File: config.mk
export PLATFORM = sky130hd
export DESIGN_NAME = i2s_receiver
export DESIGN_NICKNAME = d
export VERILOG_FILES = /design/src/rtl/i2s_receiver_pkg.sv /design/src/rtl/i2s_rx_slot.sv /design/src/rtl/i2s_receiver.sv
export SDC_FILE = /design/constraint.sdc
export NUM_CORES = 1
export LEC_CHECK = 0
export ABC_CLOCK_PERIOD_IN_PS = 2800
export CAP_MARGIN = 25
export CORE_ASPECT_RATIO = 1.1
export CORE_UTILIZATION = 58
export DETAILED_ROUTE_END_ITERATION = 6
export PLACE_DENSITY = 0.87
export RECOVER_POWER = 25
export SLEW_MARGIN = 0
export SYNTH_ARGS = -nofsm -noshare
export SYNTH_HDL_FRONTEND = slang
export SYNTH_SLANG_ARGS = --single-unit
File: constraint.sdc
create_clock -name clk -period 2.8 [get_ports clk]
set_input_delay 0.42 -clock clk [delete_from_list [all_inputs] [get_ports clk]]
set_output_delay 0.42 -clock clk [all_outputs]
set_load 0.02 [all_outputs]
File: src/rtl/i2s_receiver_pkg.sv
// Shared definitions for the I2S receive path: FSM encoding, WS polarity,
// default word/slot sizes (common with the transmit side) and slot status flags.
package i2s_receiver_pkg;

  localparam int unsigned I2S_NUM_BITS  = 24;
  localparam int unsigned I2S_SLOT_BITS = 32;

  localparam logic WS_LEFT = 1'b0;

  typedef enum logic [1:0] {
    SYNC  = 2'd0,
    LEFT  = 2'd1,
    RIGHT = 2'd2
  } state_e;

  // Per-strobe slot status reported by the slot tracker.
  typedef struct packed {
    logic done;   // final data bit is on serial_in this strobe
    logic early;  // WS changed before a full word was shifted
    logic over;   // slot ran to SLOT_BITS without a WS change
  } slot_flags_t;

endpackage

File: src/rtl/i2s_rx_slot.sv
// Per-slot bit counter and MSB-first shift register for the I2S receiver.
// Strobe 0 is the WS-change strobe; data bits occupy strobes 1..NUM_BITS.
module i2s_rx_slot
  import i2s_receiver_pkg::*;
#(
  parameter int unsigned NUM_BITS  = I2S_NUM_BITS,
  parameter int unsigned SLOT_BITS = I2S_SLOT_BITS
) (
  input  logic                clk,
  input  logic                rst,
  input  logic                strobe,
  input  logic                ws_change,
  input  logic                active,
  input  logic                serial_in,
  output logic [NUM_BITS-1:0] word_c,
  output slot_flags_t         flags_c
);

  localparam int unsigned CW = $clog2(SLOT_BITS + 1);

  logic [CW-1:0]       cnt;
  logic [CW-1:0]       idx;
  logic [NUM_BITS-2:0] shift;
  logic                bit_en;

  // idx is the position of the current strobe within the slot.
  assign idx    = cnt + CW'(1);
  assign word_c = {shift, serial_in};
  assign bit_en = strobe && active && !ws_change && (idx <= CW'(NUM_BITS));

  always_comb begin
    flags_c = '0;
    if (strobe && active) begin
      if (ws_change) begin
        flags_c.early = (cnt < CW'(NUM_BITS));
      end else begin
        flags_c.done = (idx == CW'(NUM_BITS));
        flags_c.over = (idx == CW'(SLOT_BITS));
      end
    end
  end

  always_ff @(posedge clk) begin
    if (rst) begin
      cnt   <= '0;
      shift <= '0;
    end else if (strobe) begin
      if (!active || ws_change || flags_c.over) begin
        cnt <= '0;
      end else begin
        cnt <= idx;
      end
      if (ws_change) begin
        shift <= '0;
      end else if (bit_en) begin
        shift <= word_c[NUM_BITS-2:0];
      end
    end
  end

endmodule

File: src/rtl/i2s_receiver.sv
// Philips I2S stereo deserialiser on the system clock, sampling on an SCK strobe.
// Optional I2S_RX_ERR_CNT_EN adds a saturating framing-error counter output.
module i2s_receiver
  import i2s_receiver_pkg::*;
#(
  parameter int unsigned NUM_BITS  = I2S_NUM_BITS,
  parameter int unsigned SLOT_BITS = I2S_SLOT_BITS
) (
  input  logic                clk,
  input  logic                rst,
  input  logic                s_clk_pos,
  input  logic                word_select,
  input  logic                serial_in,
  output logic [NUM_BITS-1:0] left_word,
  output logic [NUM_BITS-1:0] right_word,
  output logic                word_valid,
  output logic                frame_err
`ifdef I2S_RX_ERR_CNT_EN
  ,
  output logic [7:0]          err_count
`endif
);

  state_e              state;
  state_e              state_d;
  logic                ws_q;
  logic                ws_change;
  logic                left_ok;
  logic                left_ok_d;
  logic                load_left_c;
  logic                load_right_c;
  logic                valid_d;
  logic                err_d;
  logic [NUM_BITS-1:0] word_c;
  slot_flags_t         flags_c;

  assign ws_change = s_clk_pos && (word_select != ws_q);

  i2s_rx_slot #(
    .NUM_BITS (NUM_BITS),
    .SLOT_BITS(SLOT_BITS)
  ) u_slot (
    .clk      (clk),
    .rst      (rst),
    .strobe   (s_clk_pos),
    .ws_change(ws_change),
    .active   (state != SYNC),
    .serial_in(serial_in),
    .word_c   (word_c),
    .flags_c  (flags_c)
  );

  // left_ok remembers a captured left word so word_valid only marks a full pair.
  always_comb begin
    state_d      = state;
    left_ok_d    = left_ok;
    load_left_c  = 1'b0;
    load_right_c = 1'b0;
    valid_d      = 1'b0;
    err_d        = 1'b0;
    case (state)
      SYNC: begin
        if (ws_change && (word_select == WS_LEFT)) begin
          state_d   = LEFT;
          left_ok_d = 1'b0;
        end
      end
      LEFT: begin
        if (flags_c.over) begin
          err_d     = 1'b1;
          state_d   = SYNC;
          left_ok_d = 1'b0;
        end else if (ws_change) begin
          state_d = RIGHT;
          if (flags_c.early) begin
            err_d     = 1'b1;
            left_ok_d = 1'b0;
          end
        end else if (flags_c.done) begin
          load_left_c = 1'b1;
          left_ok_d   = 1'b1;
        end
      end
      RIGHT: begin
        if (flags_c.over) begin
          err_d     = 1'b1;
          state_d   = SYNC;
          left_ok_d = 1'b0;
        end else if (ws_change) begin
          state_d   = LEFT;
          left_ok_d = 1'b0;
          err_d     = flags_c.early;
        end else if (flags_c.done) begin
          load_right_c = 1'b1;
          valid_d      = left_ok;
          left_ok_d    = 1'b0;
        end
      end
      default: begin
        state_d   = SYNC;
        left_ok_d = 1'b0;
      end
    endcase
  end

  always_ff @(posedge clk) begin
    if (rst) begin
      state      <= SYNC;
      ws_q       <= WS_LEFT;
      left_ok    <= 1'b0;
      left_word  <= '0;
      right_word <= '0;
      word_valid <= 1'b0;
      frame_err  <= 1'b0;
    end else begin
      state      <= state_d;
      left_ok    <= left_ok_d;
      word_valid <= valid_d;
      frame_err  <= err_d;
      if (s_clk_pos) begin
        ws_q <= word_select;
      end
      if (load_left_c) begin
        left_word <= word_c;
      end
      if (load_right_c) begin
        right_word <= word_c;
      end
    end
  end

`ifdef I2S_RX_ERR_CNT_EN
  // Counts alongside frame_err and sticks at full scale.
  always_ff @(posedge clk) begin
    if (rst) begin
      err_count <= 8'd0;
    end else if (err_d && (err_count != 8'hFF)) begin
      err_count <= err_count + 8'd1;
    end
  end
`endif

endmodule

==> flow_summary.ini, run 1 <==
[yosys]
ys_seq_area_share_pct = 46.1
avgSynthCellArea_sq_um = 10.2
synthCells = 353
yosys_warnings = 0
synthDistinctLibCells = 48
synth_edf_count = 0
ys.flop_type = dfxtp_1
syn_area_sq_um = 3600
synth-seq-cells = 83
postSynth.asyncResetShare_pct = 0
synthesis.nets = 364

[place]
dpl.cell_count = 469
post_dp_cell_area_sq_um = 4120
dp_hpwl_mm = 4.91
gp_congestion = 0.902
io_buffers = 54

[final_layout]
drive_gt1_share_pct = 8.82
nets = 414
layoutNonFillerInstCount = 485
antenna_cells = 0
fin_area_sq_um = 4320
area_delta_synth_final_pct = 19.9

[run_status]
run_status = finished, final reports clean

[sta]
grt_setup_unrepaired = no
fmax_mhz = 463
whs_ns = 0.443
worst_pin_slew_ns = 0.818
skew_ns = 0.0102
post-route-min-period_ns = 2.16
relSlewSlack_pct = 45.4
setup_viol = 0
layout_worst_path_cycle_share_pct = 77.2
hold_viol = 0
finalMaxSlewViolations = 0
tns_ns = 0

[floorplan]
io_pins = 55
start_util_pct = 61.3
rows = 29
dieArea_sq_um = 6530
die_w_um = 77.2
core_sq_um = 5880
dieHeight_um = 84.7

[global_route]
overflow = 0
grt_pass1_wl_mm = 11.9
antenna_found_initial = 0
grt_max_degree = 31
grt_pass1_vias = 2565
gr-usage-all-layers_pct = 22.8

[critical_path]
reg2regPathDepth = 6
startpoint_type = flop
critical-path-max-stage-delay_ns = 0.53
worstSetupEndpointType = flop
slowest_stage = a21oi_4
path_cells = ha_1 > nor2b_1 > o21ai_1 > o221ai_2 > a21oi_4 > mux2i_1
cp_data_required_time_ns = 3.07
cp_data_arrival_time_ns = 2.43
critPathMaxFanout = 14
setup.worst_path.class = flop to flop

[power]
p_switching_mw = 0.489
p_per_area_nw_per_um2 = 494
power_frac_seq_pct = 55.4
combPwrFrac_pct = 2.9
max-vdd-ir-drop_v = 0.000374
internal-power_mw = 1.64
fin_total_pwr_mw = 2.13
p_leak_nw = 1.99
pwr-share-clk_pct = 41.6
switching_share_pct = 22.9

[clocking]
cts_num_sinks = 83
cts_buffers = 9
cts-root-buf = clkbuf_8
cts_resized = 0
clkLatencyLatePin_ns = 0.36
clockBufferDepth = 2
cts-hold-fix-buffers = 0
cts_tree = done
clkSlewWorstSetupHoldPaths_ns = 0.09
htreeDepth = 3
post_cts_buffers = 0

[detailed_routing]
dr.pass1.iters = 4
drt_wl_total_mm = 6.94
wl_met3_um = 258
highest_layer = met4
drt-initial-drc-count = 105
ant_nets = 0
wl_met1_mm = 3.04
vias_per_cell = 5.44
drc = 0
via_count = 2639
dr_wl_met2_mm = 3.56
wl_per_cell_um = 14.3

[flow_run]
drv_cap = 0

[worst_hold_path]
hp-class = input port to flop
hold_depth = 2
cell usage after synthesis (all sizes together) (2+ instances only):
cell type | n | share of area (%)
a21oi | 12 | 2.5
clkbuf | 7 | 0.73
nand3 | 4 | 0.90
ha | 6 | 2.1
inv | 5 | 0.52
o21ai | 5 | 0.69
dfxtp | 83 | 46
nor2b | 4 | 0.90
a311oi | 4 | 1.1
nor3b | 2 | 0.56
nand4 | 3 | 0.94
nand2b | 20 | 3.5
o21a | 2 | 0.42
and3 | 2 | 0.49
and3b | 2 | 0.49
nand2 | 28 | 2.9
xnor2 | 4 | 1.2
nor2 | 59 | 6.1
buf | 14 | 3.8
mux2i | 73 | 20
layer usage:
layer / GRT usage (%) / vias up
met1: 27.2 / 1270
met2: 39.6 / 57
met5: 0 / -
met4: 11.3 / 0
li1: - / 1302
met3: 3.91 / 10
flip-flops by register name, summed over array words and instances (netlist names):
signal	cells
right_word	24
ws_q	1
left_ok	1
u_slot.shift	23
word_valid	1
left_word	24
frame_err	1
state	2
u_slot.cnt	6
power groups by stage:
stage / Clock, mW / Sequential (mW) / Combinational [mW]
2_1_floorplan: 0 / 1.21 / 0.0447
3_3_place_gp: 0 / 1.21 / 0.0622
3_5_place_dp: 0 / 1.21 / 0.0630
4_1_cts: 0.898 / 1.18 / 0.0631
5_1_grt: 0.942 / 1.18 / 0.0689
6_report: 0.888 / 1.18 / 0.0624
worst max-delay path: cells and delay by family (launching register included):
family,cells,cell delay [ns]
compound gates,3,0.85
flops,1,0.48
fa+ha+maj,1,0.36
mux,1,0.29
simple gates,1,0.11
placed cells by master (no fill, tap or decap), types with 3 or more instances in the layout:
cell | Yosys | routed
nand3_1 | 3 | 3
xnor2_1 | 3 | 3
buf_4 | 2 | 5
ha_1 | 6 | 6
dlygate4sd3_1 | 0 | 32
a311oi_1 | 3 | 3
nor2_1 | 59 | 59
mux2i_1 | 73 | 73
clkdlybuf4s50_1 | 0 | 21
nand2b_1 | 20 | 20
dfxtp_1 | 83 | 83
clkbuf_8 | 0 | 10
inv_1 | 5 | 5
nor2b_1 | 3 | 3
o21ai_0 | 3 | 3
nand2_1 | 28 | 28
a21oi_1 | 8 | 8
cells by family after synthesis:
kind of cell	Yosys count	synth area share, %
AO/OA/AOI/OAI	31	6.94
XOR/XNOR	5	1.42
adder cells (fa/ha/maj)	6	2.08
buffers and inverters	26	5.07
flip-flops	83	46.1
multiplexers	74	20.7
AND/OR/NAND/NOR	128	17.7
final timing paths:
| path | from | end | slack (ns) |
|---|---|---|---|
| hold / removal | rst | right_word[22]$_SDFFE_PP0P_ | 0.44 |
| setup / recovery | u_slot.cnt[0]$_SDFFE_PP0P_ | u_slot.shift[15]$_SDFFE_PP0P_ | 0.64 |
| setup reg to reg | u_slot.cnt[0]$_SDFFE_PP0P_ | u_slot.shift[15]$_SDFFE_PP0P_ | 0.64 |
| hold reg to reg | left_word[9]$_SDFFE_PP0P_ | left_word[9]$_SDFFE_PP0P_ | 0.49 |
cell type report:
type                            count  area [sq um]
Clock buffer                       10           138
Clock inverter                      6          71.3
Fill cell                         440          1560
Inverter                            5          18.8
Multi-Input combinational cell    244          1760
Sequential cell                    83          1660
Tap cell                           77          96.3
Timing Repair Buffer               60           577
through the flow:
step	util (%)	setup WS [ns]
after floorplan	-	0.931
after detailed placement	70.0	0.472
after global routing	73.5	0.453
after global placement	70.0	0.528
after CTS	73.6	0.631
final	73.5	0.639
Power figures use the tool's default switching activity.
==> run 2: changes to the inputs <==
ABC_CLOCK_PERIOD_IN_PS = 1800   (was 2800)
CORE_UTILIZATION = 48   (was 58)
PLACE_DENSITY = 0.77   (was 0.87)
clock period = 1.8 ns   (was 2.8 ns; I/O delays follow)
==> flow_summary.ini, run 2 (synthesis results as in run 1) <==
[critical_path]
critical-path-max-stage-delay_ns = 0.36
startpoint_type = flop
critical-path-top-delay-family = simple AND/OR/NAND/NOR gates
critPathMaxFanout = 5
reg2reg_slack_ns = 0.02
setup.worst_path.class = flop to flop
path_cells = inv_4 > ha_4 > nor3b_4 > and3_4 > nand4_1 > buf_4 > buf_6 > mux2i_1 > nor2_1
cp_data_required_time_ns = 2.05
slowest_stage = dfxtp_2
cp_data_arrival_time_ns = 2.03
cp_num_buf_inv = 3
worstSetupEndpointType = flop

[flow_run]
drv_cap = 0

[clocking]
cts-root-buf = clkbuf_8
clkLatencyLatePin_ns = 0.37
htreeDepth = 3
clockBufferDepth = 2
cts_tree = done
cts_num_sinks = 83
clkSlewWorstSetupHoldPaths_ns = 0.09
cts_buffers = 9
cts-hold-fix-buffers = 0

[sta]
layout_worst_path_cycle_share_pct = 98.7
finalMaxSlewViolations = 0
tns_ns = 0
fmax_mhz = 563
whs_ns = 0.299
worst_pin_slew_ns = 0.412
skew_ns = 0.0131
relSlewSlack_pct = 72.6
timing.final.ws_setup_ns = 0.0235
post-route-min-period_ns = 1.78
hold_viol = 0
setup_viol = 0
grt_setup_unrepaired = yes

[final_layout]
drive_gt1_share_pct = 22.1
area_delta_synth_final_pct = 34.2
antenna_cells = 0
final.fill_count = 549
layoutNonFillerInstCount = 529
fin_util_pct = 67.9
nets = 450
reg_top3 = left_word x24, right_word x24, u_slot.shift x23
final_common_cell = dfxtp_1
layout_common_cells = dfxtp_1 (75), mux2i_1 (71), nor2_1 (59)
fin_area_sq_um = 4840

[detailed_routing]
wl_per_cell_um = 15.6
drt-initial-drc-count = 127
drc = 0
dr.pass1.iters = 6
drt_wl_total_mm = 8.25
via_count = 2803
vias_per_cell = 5.30
ant_nets = 0

[global_route]
grt_pass1_vias = 2786
gr-usage-all-layers_pct = 21.6
grt_pass1_wl_mm = 13.2
overflow = 0
antenna_found_initial = 0
grt_max_degree = 26

[power]
p_per_area_nw_per_um2 = 707
p_leak_nw = 2.18
fin_total_pwr_mw = 3.42
max-vdd-ir-drop_v = 0.000556

[run_status]
run_status = finished, final reports clean

[floorplan]
io_pins = 55
dieHeight_um = 92.9
die_w_um = 84.6
dieArea_sq_um = 7860
start_util_pct = 50.6
core_sq_um = 7130
rows = 32

[place]
dpl.cell_count = 497
post_dp_cell_area_sq_um = 4360
post-place-ws_ns = -0.233
gp_congestion = 0.883
io_buffers = 54
dp_hpwl_mm = 5.07

[worst_hold_path]
hp-class = input port to flop
-- run 2: cell types whose count changed in the layout (fill, tap and decap cells not counted), moves of 7 or more --
cell             delta
dfxtp_2             +7
dfxtp_1             -8
clkdlybuf4s50_1    +12
dlygate4sd3_1      -12
buf_6               +7
buf_4              +26
-- run 2: final cells by class --
type,count,area [sq um],area share [%]
Clock buffer,10,138,2.85
Clock inverter,6,68.8,1.42
Inverter,5,21.3,0.440
Multi-Input combinational cell,244,1890,39.2
Sequential cell,83,1670,34.6
Tap cell,85,106,2.20
Timing Repair Buffer,96,935,19.3
-- run 2: worst paths after layout --
| kind | end | from | cells after the start |
|---|---|---|---|
| max reg2reg | left_word[15]$_SDFFE_PP0P_ | state[1]$_SDFFE_PP0P_ | 9 |
| min | right_word[6]$_SDFFE_PP0P_ | rst | 2 |
| min reg2reg | right_word[8]$_SDFFE_PP0P_ | right_word[8]$_SDFFE_PP0P_ | 2 |
| max | left_word[15]$_SDFFE_PP0P_ | state[1]$_SDFFE_PP0P_ | 9 |
-- run 2: worst register-to-register path: cells and delay by family, from the launching register on --
kind / cells / cell delay [ns]
buffers and inverters: 3 / 0.39
AND/OR/NAND/NOR: 4 / 0.59
multiplexers: 1 / 0.16
flip-flops: 1 / 0.36
adder cells (fa/ha/maj): 1 / 0.16
-- run 2: what timing repair did --
| action | CTS | global route |
|---|---|---|
| pin swaps | 2 | 11 |
| buffers inserted | 8 | 8 |
| cloned | 1 | 1 |
| gates resized for setup | 7 | 31 |
| endpoints found under the setup margin | 31 | 66 |
| endpoints found under the hold margin | 0 | 0 |
-- run 2: layer usage --
layer | vias to the layer above | GRT usage [%] | wire length, um | part of all wire, %
met5 | - | 0 | 0 | 0
met4 | 0 | 8.62 | 158 | 1.9
met3 | 15 | 5.61 | 383 | 4.6
met2 | 59 | 38.1 | 4020 | 49
met1 | 1346 | 24.9 | 3680 | 45
li1 | 1383 | - | - | -
-- run 2: power breakdown --
part / switching (mW) / internal [mW]
registers: 0.00329 / 1.84
clock network: 0.739 / 0.690
logic: 0.0841 / 0.0667
